===== src/rtl/smp_pkg.sv =====
// Shared constants and FSM encoding for the SMP scheduler slice.
package smp_pkg;

  localparam int unsigned KEY_W      = 56;
  localparam int unsigned CHX_W      = 8;
  localparam int unsigned RPT_W      = 4;
  localparam int unsigned CNT_W      = 9;
  localparam int unsigned TMO_W_DEF  = 20;
  localparam int unsigned RESP_W_DEF = 64;

  typedef enum logic [2:0] {
    ST_IDLE  = 3'd0,
    ST_ARB   = 3'd1,
    ST_GO    = 3'd2,
    ST_DRAIN = 3'd3,
    ST_RESP  = 3'd4
  } smp_state_e;

endpackage


===== src/rtl/smp_rr_arb.sv =====
// Two-way round-robin arbiter; owns the last-grant pointer (index of last winner).
module smp_rr_arb (
  input  logic       clk,
  input  logic       rst_n,
  input  logic [1:0] req,
  input  logic       enable,
  output logic [1:0] grant
);

  logic last;

  always_comb begin
    grant = '0;
    case (req)
      2'b01:   grant = 2'b01;
      2'b10:   grant = 2'b10;
      2'b11:   grant = last ? 2'b01 : 2'b10;
      default: grant = '0;
    endcase
  end

  always_ff @(posedge clk or negedge rst_n) begin
    if (!rst_n)
      last <= 1'b1;
    else if (enable && grant != '0)
      last <= grant[1];
  end

endmodule


===== src/rtl/smp_sched.sv =====
// Scheduler that arbitrates two requesters onto one SMP core and returns its response.
module smp_sched
  import smp_pkg::*;
#(
  parameter int unsigned TMO_W  = TMO_W_DEF,
  parameter int unsigned RESP_W = RESP_W_DEF
) (
  input  logic              clk,
  input  logic              rst_n,
  input  logic [KEY_W-1:0]  i_key1,
  input  logic [RPT_W-1:0]  i_rpt,
  input  logic [1:0]        i_req,
  input  logic [KEY_W-1:0]  i_seed0,
  input  logic [KEY_W-1:0]  i_seed1,
  input  logic [CHX_W-1:0]  i_chx0,
  input  logic [CHX_W-1:0]  i_chx1,
  output logic [1:0]        o_ack,
  output logic [RESP_W-1:0] o_resp,
  output logic              o_err,
  output logic              o_busy,
  output logic              o_core_go,
  output logic [KEY_W-1:0]  o_core_key1,
  output logic [KEY_W-1:0]  o_core_seed,
  output logic [CHX_W-1:0]  o_core_chx,
  output logic [RPT_W-1:0]  o_core_rpt,
  input  logic              i_core_q,
  input  logic              i_core_valid,
  input  logic              i_core_done
);

  // Watchdog trips on the edge where it would reach all-ones, so go is held
  // for exactly 2^TMO_W-1 GO cycles.
  localparam logic [TMO_W-1:0] TMO_LAST = {{(TMO_W-1){1'b1}}, 1'b0};

  smp_state_e        state;
  logic [1:0]        grant;
  logic [1:0]        grant_q;
  logic [CNT_W-1:0]  strb_cnt;
  logic [CNT_W-1:0]  strb_cnt_nxt;
  logic [TMO_W-1:0]  wdog;
  logic [RESP_W-1:0] resp_nxt;
  logic [KEY_W-1:0]  sel_seed;
  logic [CHX_W-1:0]  sel_chx;

  smp_rr_arb u_arb (
    .clk    (clk),
    .rst_n  (rst_n),
    .req    (i_req),
    .enable (state == ST_ARB),
    .grant  (grant)
  );

  always_comb begin
    sel_seed     = grant[1] ? i_seed1 : i_seed0;
    sel_chx      = grant[1] ? i_chx1  : i_chx0;
    strb_cnt_nxt = strb_cnt + {{(CNT_W-1){1'b0}}, i_core_valid};
    resp_nxt     = i_core_valid ? {o_resp[RESP_W-2:0], i_core_q} : o_resp;
  end

  always_ff @(posedge clk or negedge rst_n) begin
    if (!rst_n) begin
      state       <= ST_IDLE;
      grant_q     <= '0;
      strb_cnt    <= '0;
      wdog        <= '0;
      o_ack       <= '0;
      o_resp      <= '0;
      o_err       <= 1'b0;
      o_busy      <= 1'b0;
      o_core_go   <= 1'b0;
      o_core_key1 <= '0;
      o_core_seed <= '0;
      o_core_chx  <= '0;
      o_core_rpt  <= '0;
    end else begin
      o_ack <= '0;
      case (state)
        ST_IDLE: begin
          if (i_req != '0 && !i_core_done) begin
            state  <= ST_ARB;
            o_busy <= 1'b1;
          end
        end

        ST_ARB: begin
          if (grant == '0) begin
            state  <= ST_IDLE;
            o_busy <= 1'b0;
          end else begin
            grant_q     <= grant;
            o_core_key1 <= i_key1;
            o_core_rpt  <= i_rpt;
            o_core_seed <= sel_seed;
            o_core_chx  <= sel_chx;
            o_resp      <= '0;
            wdog        <= '0;
            strb_cnt    <= '0;
            if (sel_chx == '0) begin
              o_err <= 1'b1;
              o_ack <= grant;
              state <= ST_RESP;
            end else begin
              o_err     <= 1'b0;
              o_core_go <= 1'b1;
              state     <= ST_GO;
            end
          end
        end

        ST_GO: begin
          o_resp   <= resp_nxt;
          strb_cnt <= strb_cnt_nxt;
          wdog     <= wdog + 1'b1;
          if (i_core_done) begin
            o_core_go <= 1'b0;
            o_err     <= (strb_cnt_nxt != {1'b0, o_core_chx});
            state     <= ST_DRAIN;
          end else if (wdog == TMO_LAST) begin
            o_core_go <= 1'b0;
            o_err     <= 1'b1;
            state     <= ST_DRAIN;
          end
        end

        ST_DRAIN: begin
          if (!i_core_done) begin
            o_ack <= grant_q;
            state <= ST_RESP;
          end
        end

        ST_RESP: begin
          state  <= ST_IDLE;
          o_busy <= 1'b0;
        end

        default: begin
          state     <= ST_IDLE;
          o_busy    <= 1'b0;
          o_core_go <= 1'b0;
        end
      endcase
    end
  end

endmodule


===== config.mk =====
export PLATFORM = sky130hd
export DESIGN_NAME = smp_sched
export DESIGN_NICKNAME = d
export VERILOG_FILES = /design/src/rtl/smp_pkg.sv /design/src/rtl/smp_rr_arb.sv /design/src/rtl/smp_sched.sv
export SDC_FILE = /design/constraint.sdc
export NUM_CORES = 1
export LEC_CHECK = 0
export BUFFER_PORTS_ARGS = -buffer_cell sky130_fd_sc_hd__clkbuf_2
export CAP_MARGIN = 20
export CORE_UTILIZATION = 42
export DETAILED_ROUTE_END_ITERATION = 10
export GPL_TIMING_DRIVEN = 0
export PLACE_DENSITY = 0.82
export SYNTH_ARGS = -nofsm -noshare
export SYNTH_HDL_FRONTEND = slang
export SYNTH_SLANG_ARGS = --single-unit

===== constraint.sdc =====
create_clock -name clk -period 2.33 [get_ports clk]
set_input_delay 0.5825 -clock clk [delete_from_list [all_inputs] [get_ports clk]]
set_output_delay 0.5825 -clock clk [all_outputs]
set_load 0.005 [all_outputs]

* After elaboration in Yosys (flattened, before gate mapping)
Cells that the tools add are included.
Widths: inputs -> output; s select.
** Cells by class
- Bitwise operators :: 3
- Muxes and demuxes :: 35
- $add $sub $neg :: 2
- Equality and inequality tests :: 16
- Reductions and logical operators :: 18
** Operators with widths (count)
- $mux 64 :: 2
- $pmux 64 s2 :: 1
- $mux 56 :: 1
- $pmux 20 s2 :: 1
- $add 20x1->20 const B :: 1
- $eq 20x20->1 const B :: 1
- $mux 20 :: 1
- $mux 3 :: 6
- $pmux 9 s2 :: 1
- $ne 2x2->1 const B :: 6
- $pmux 3 s4 :: 1
- $reduce_and 3->1 :: 4
- $mux 1 :: 10
- $add 9x1->9 :: 1
- $mux 9 :: 1
- $ne 9x8->1 :: 1
- $logic_not 8->1 :: 1
- $mux 2 :: 4
- $mux 8 :: 1
- $eq 3x2->1 const B :: 2
- $pmux 1 s3 :: 2
- $pmux 2 s3 :: 1
- $reduce_bool 2->1 :: 3
- $eq 2x2->1 const B :: 2
- other kinds (15) :: 19
** Word-level totals
- Input bits :: 195
- Register bits after elaboration :: 228
- Logic and storage cells :: 88
- Output and inout port bits :: 193

* Depth between registers and ports, before layout
- Word-level depth :: 7
- Gate-level depth with buffers :: 7
- Gate-level depth less buffers :: 7

* Hierarchy
A second synthesis with hierarchy kept.
** Unflattened totals
- Cells, all modules :: 809
- Area, all modules :: 9778.1 um2
** Modules (own cells, without submodules)
- smp_sched :: sequential area each 5680.4 um2, instances 1, area each 9721.8 um2, cells an instance 803
- smp_rr_arb :: sequential area each 26.3 um2, instances 1, area each 56.3 um2, cells an instance 6

* Worst setup path before layout
No wires, ideal clock.
- Kind :: input -> register
- From :: input i_core_valid
- To :: register o_err
- Setup time :: 77 ps
- Stages :: 7
- Arrival :: 2000 ps
- Buffers on the path :: 0
- Required time :: 2253 ps
- Slack :: 253 ps
- Cells stage by stage :: ha_1 > ha_1 > nand2_1 > or3_4 > and4_4 > a311o_1 > a21oi_1
** Between the ends
- Longest elaborated chain between the ends :: 4
** RTL lines
- start: declaration :: line smp_sched.sv:27 : input logic i_core_valid,
- $add 9x1->9 :: line smp_sched.sv:56 : strb_cnt_nxt = strb_cnt + {{(CNT_W-1){1'b0}}, i_core_valid};
- $ne 9x8->1 :: line smp_sched.sv:116 : o_err <= (strb_cnt_nxt != {1'b0, o_core_chx});
- $mux 1 :: line smp_sched.sv:114 : if (i_core_done) begin
- $pmux 1 s2 :: line smp_sched.sv:77 : case (state)
- end signal: assignment :: line smp_sched.sv:116
- end: declaration :: line smp_sched.sv:19 : output logic o_err,
No other way between the ends.
A chain may end at the register's enable or synchronous reset.

* Final worst setup path
- From :: register state[2]
- To :: register o_core_chx[2]
** Between the ends
- Longest elaborated chain between the ends :: 2
** RTL lines
- start: declaration :: line smp_sched.sv:35 : smp_state_e state;
- start signal: assignment :: line smp_sched.sv:62 : state <= ST_IDLE;
- start signal: assignment :: line smp_sched.sv:80 : state <= ST_ARB;
- start signal: assignment :: line smp_sched.sv:87 : state <= ST_IDLE;
- $eq 3x1->1 :: line smp_sched.sv:77
- $reduce_and 2->1 (no source line)
- end signal: assignment :: line smp_sched.sv:94 : o_core_chx <= sel_chx;
- end: declaration :: line smp_sched.sv:24 : output logic [CHX_W-1:0] o_core_chx,
No other way between the ends.

==> results.yml <==
setup_path:
  cp_max_fo: 10
  timing_worst_setup_path_type: "flip-flop to flip-flop"
  worst_setup_path_start_kind: "flip-flop"
  cpPeakStageDelay_ps: 450
  critical-path-slowest-cell: "sky130_fd_sc_hd__dfrtp_1"
  path_cells: "nand2b_1 -> nor3_2 -> buf_2 -> buf_2 -> buf_2 -> a21oi_1"
  worst_setup_path_end_kind: "flip-flop"
  worst-endpoint-arrival_ps: 2590
  required_time_worst_endpoint_ps: 2720
  critical_path.most_common_cell: "sky130_fd_sc_hd__buf_2"
die:
  initial_utilization: 0.427
  coreArea_um2: 22600
  die_height_um: 153
  placement_rows: 55
  die_w_um: 153
  die_footprint_um2: 23500
  number_of_i_o_pins: 388
clock_tree:
  cts_htree_levels: 1
  root_buffer: "sky130_fd_sc_hd__clkbuf_16"
  clkLatencyLatePin_ps: 520
  cts_tree: "yes"
  cts_buffers: 25
  cts_sink_cnt: 228
  cts.reportedPaths.clkPinSlew_ps: 60
  cts_hold_repair.buffers: 0
  buffer_depth_of_the_longest_clock_path: 3
placed_design:
  port-buffer-count: 386
  gpl.final_weighted_congestion: 0.818
  post-dp-hpwl_mm: 20.6
global_route:
  grt_start_max_net_pins: 116
  grt_pass1_vias: 8611
  grt_use_total: 0.234
  grt-ovfl-total: 0
  grt_first_pass_wirelength_mm: 44.0
  grt_antenna_before_repair: 4
synthesis:
  synth_edf_count: 0
  yosys_register_bits: 228
  mappedNetlistArea_um2: 9630
  mux_contribution_to_synthesized_area: 0.0717
  synth_compound_area_frac: 0.130
  synth-simple-area-share: 0.156
  yosysUniqueCellTypes: 48
  post_syn_nets: 1121
  synth-seq-area-share: 0.593
  synth_top_flop_cell: "sky130_fd_sc_hd__dfrtp_1"
  post_synthesis_mean_instance_area_um2: 10.4
  netlist_instances: 922
  synth_top_family_by_area: "simple AND/OR/NAND/NOR gates"
  share_of_synthesized_cell_area_in_full_adder_half_adder_and_majority_cells: 0.00520
  total_number_of_yosys_warnings: 0
  synth_async_sr_flop_share: 1.00
  synth_xor_xnor_area_share: 0.0134
sta:
  grt_setup_unrepaired: "false"
  max_clock_freq_ghz: 0.455
  finalCritPeriodShare: 0.944
  skew_ps: 19.2
  finalMaxSlewViolations: 0
  slew_headroom: 0.389
  min_period_ps: 2200
  setup_failing_eps_final: 0
  slew_at_the_pin_closest_to_its_max_slew_limit_ps: 916
  finalHoldViolCount: 0
  finalSetupTns_ps: 0
detailed_routing:
  drt_drc_violations_left: 0
  drt_first_iter_violations: 528
  dr_total_vias: 8591
  final_antenna_net_count: 0
  drt-total-wl_mm: 28.1
  dr.pass1.iters: 5
  wirelength_per_cell_um: 17.1
  vias_per_cell: 5.23
power:
  leakage_nw: 6.77
  power_per_standard_cell_area_nw_per_um2: 1170
  peakVddDrop_uv: 624
layout:
  final_nets: 1535
  register_area_um2: 5710
  multiInputGateArea_um2: 3630
  layout.filler_cells: 1916
  post-route-util: 0.565
  post_route_cells_drive_above_1_share: 0.359
  most_common_cell_after_layout_fill_and_taps_aside: "sky130_fd_sc_hd__clkbuf_2"
  layout_common_cells: "385 x sky130_fd_sc_hd__clkbuf_2, 227 x sky130_fd_sc_hd__dfrtp_1, 212 x sky130_fd_sc_hd__nand2_1"
  area.growth.synth_to_final_pct: 32.5
status:
  outcome: "completed"
hold_path:
  class_of_the_worst_hold_path: "input pin to async pin"
flow_run:
  maxCapViolCount: 0
==> layout make-up <==
class | instances | area share
Multi-Input combinational cell | 632 | 0.285
Tap cell | 285 | 0.0279
Sequential cell | 228 | 0.447
Clock inverter | 13 | 0.00833
Buffer | 56 | 0.0216
Inverter | 6 | 0.00177
Antenna cell | 3 | 0.000588
Clock buffer | 33 | 0.0537
Timing Repair Buffer | 387 | 0.154
==> power breakdown <==
| part | internal (mW) | switching [mW] |
|---|---|---|
| clock | 2.19 | 1.61 |
| sequential | 5.21 | 0.839 |
| combinational | 2.09 | 2.93 |
==> kinds of logic (layout without fill, tap and decap cells) <==
| logic type | after synthesis | in the layout |
|---|---|---|
| compound gates | 190 | 190 |
| xor+xnor | 13 | 13 |
| fa+ha+maj | 4 | 4 |
| buf+inv | 62 | 495 |
| flops | 228 | 228 |
| mux | 69 | 69 |
| other cells | 0 | 3 |
| simple gates | 356 | 356 |
==> worst max-delay path, delay by kind of cell, from the launching register on <==
| family | cells | cell delay, ps |
|---|---|---|
| AOI/OAI and AO/OA | 1 | 110 |
| DFF | 1 | 450 |
| and+or+nand+nor | 2 | 560 |
| buffers and inverters | 3 | 950 |
==> Yosys cell counts, types with 2 or more instances <==
cell type | n | area (um^2)
sky130_fd_sc_hd__dfrtp_1 | 227 | 5680
sky130_fd_sc_hd__nand2_1 | 212 | 796
sky130_fd_sc_hd__nor2_1 | 83 | 312
sky130_fd_sc_hd__a21oi_1 | 75 | 375
sky130_fd_sc_hd__mux2i_1 | 69 | 691
sky130_fd_sc_hd__a22o_1 | 66 | 578
sky130_fd_sc_hd__buf_2 | 47 | 235
sky130_fd_sc_hd__o21ai_0 | 28 | 140
sky130_fd_sc_hd__nand3_1 | 19 | 95.1
sky130_fd_sc_hd__nand4_1 | 8 | 50.1
sky130_fd_sc_hd__inv_1 | 6 | 22.5
sky130_fd_sc_hd__nor4_1 | 6 | 37.5
sky130_fd_sc_hd__xnor2_1 | 6 | 52.6
sky130_fd_sc_hd__xor2_1 | 6 | 52.6
sky130_fd_sc_hd__a31oi_1 | 5 | 31.3
sky130_fd_sc_hd__nor3_1 | 5 | 25.0
sky130_fd_sc_hd__buf_1 | 4 | 15.0
sky130_fd_sc_hd__clkbuf_1 | 4 | 15.0
sky130_fd_sc_hd__ha_1 | 4 | 50.1
sky130_fd_sc_hd__or3_1 | 4 | 25.0
sky130_fd_sc_hd__nand2b_1 | 3 | 18.8
sky130_fd_sc_hd__o22ai_1 | 3 | 18.8
sky130_fd_sc_hd__o31ai_1 | 3 | 22.5
sky130_fd_sc_hd__and2_1 | 2 | 12.5
sky130_fd_sc_hd__and3_1 | 2 | 12.5
sky130_fd_sc_hd__nand3_2 | 2 | 20.0
sky130_fd_sc_hd__nand3b_1 | 2 | 15.0
==> metal layers <==
| layer | track usage | share of wire |
|---|---|---|
| met1 | 0.268 | 0.38 |
| met2 | 0.412 | 0.50 |
| met3 | 0.0473 | 0.063 |
| met4 | 0.126 | 0.052 |
| met5 | 0 | 0.00046 |
==> final timing paths <==
check	cells past startpoint	startpoint	to	slack, ps
worst min-delay path	1	rst_n	o_resp[35]	170
worst max register to register	6	state[2]	o_core_chx[2]	130
min in group clk	3	i_key1[43]	o_core_key1[43]	250
max in group asynchronous	2	rst_n	o_core_seed[47]	1080
worst min register to register	2	o_core_key1[29]	o_core_key1[29]	470
worst max-delay path	6	state[2]	o_core_chx[2]	130
==> stage by stage <==
step | setup slack [ps] | instances | total power [mW] | hold slack, ps | instance area [um^2]
CTS | 118 | 1640 | 15.0 | 221 | 12700
floorplan | 253 | 922 | 8.71 | 287 | 9630
detailed placement | -156 | 1594 | 11.1 | 462 | 12000
finish | 130 | 1643 | 14.9 | 173 | 12800
global route | 4.67 | 1643 | 15.8 | 245 | 12800
global placement | -3740 | 1593 | 10.9 | 458 | 11900
==> flip-flops by register name, summed over array words and instances, names as in the netlist <==
name	flops
o_resp	64
state	3
grant_q	2
o_core_rpt	4
o_ack	2
strb_cnt	9
o_err	1
o_busy	1
u_arb.last	1
wdog	20
o_core_key1	56
o_core_seed	56
o_core_go	1
o_core_chx	8
==> repair_timing <==
item / 4_1_cts / 5_1_grt
resized for setup: 1 / 1
endpoints found under the setup margin: 13 / 2
buffers inserted: 0 / 0
pin swaps: 0 / 0
Note: power is estimated with default switching activity, not from simulation.
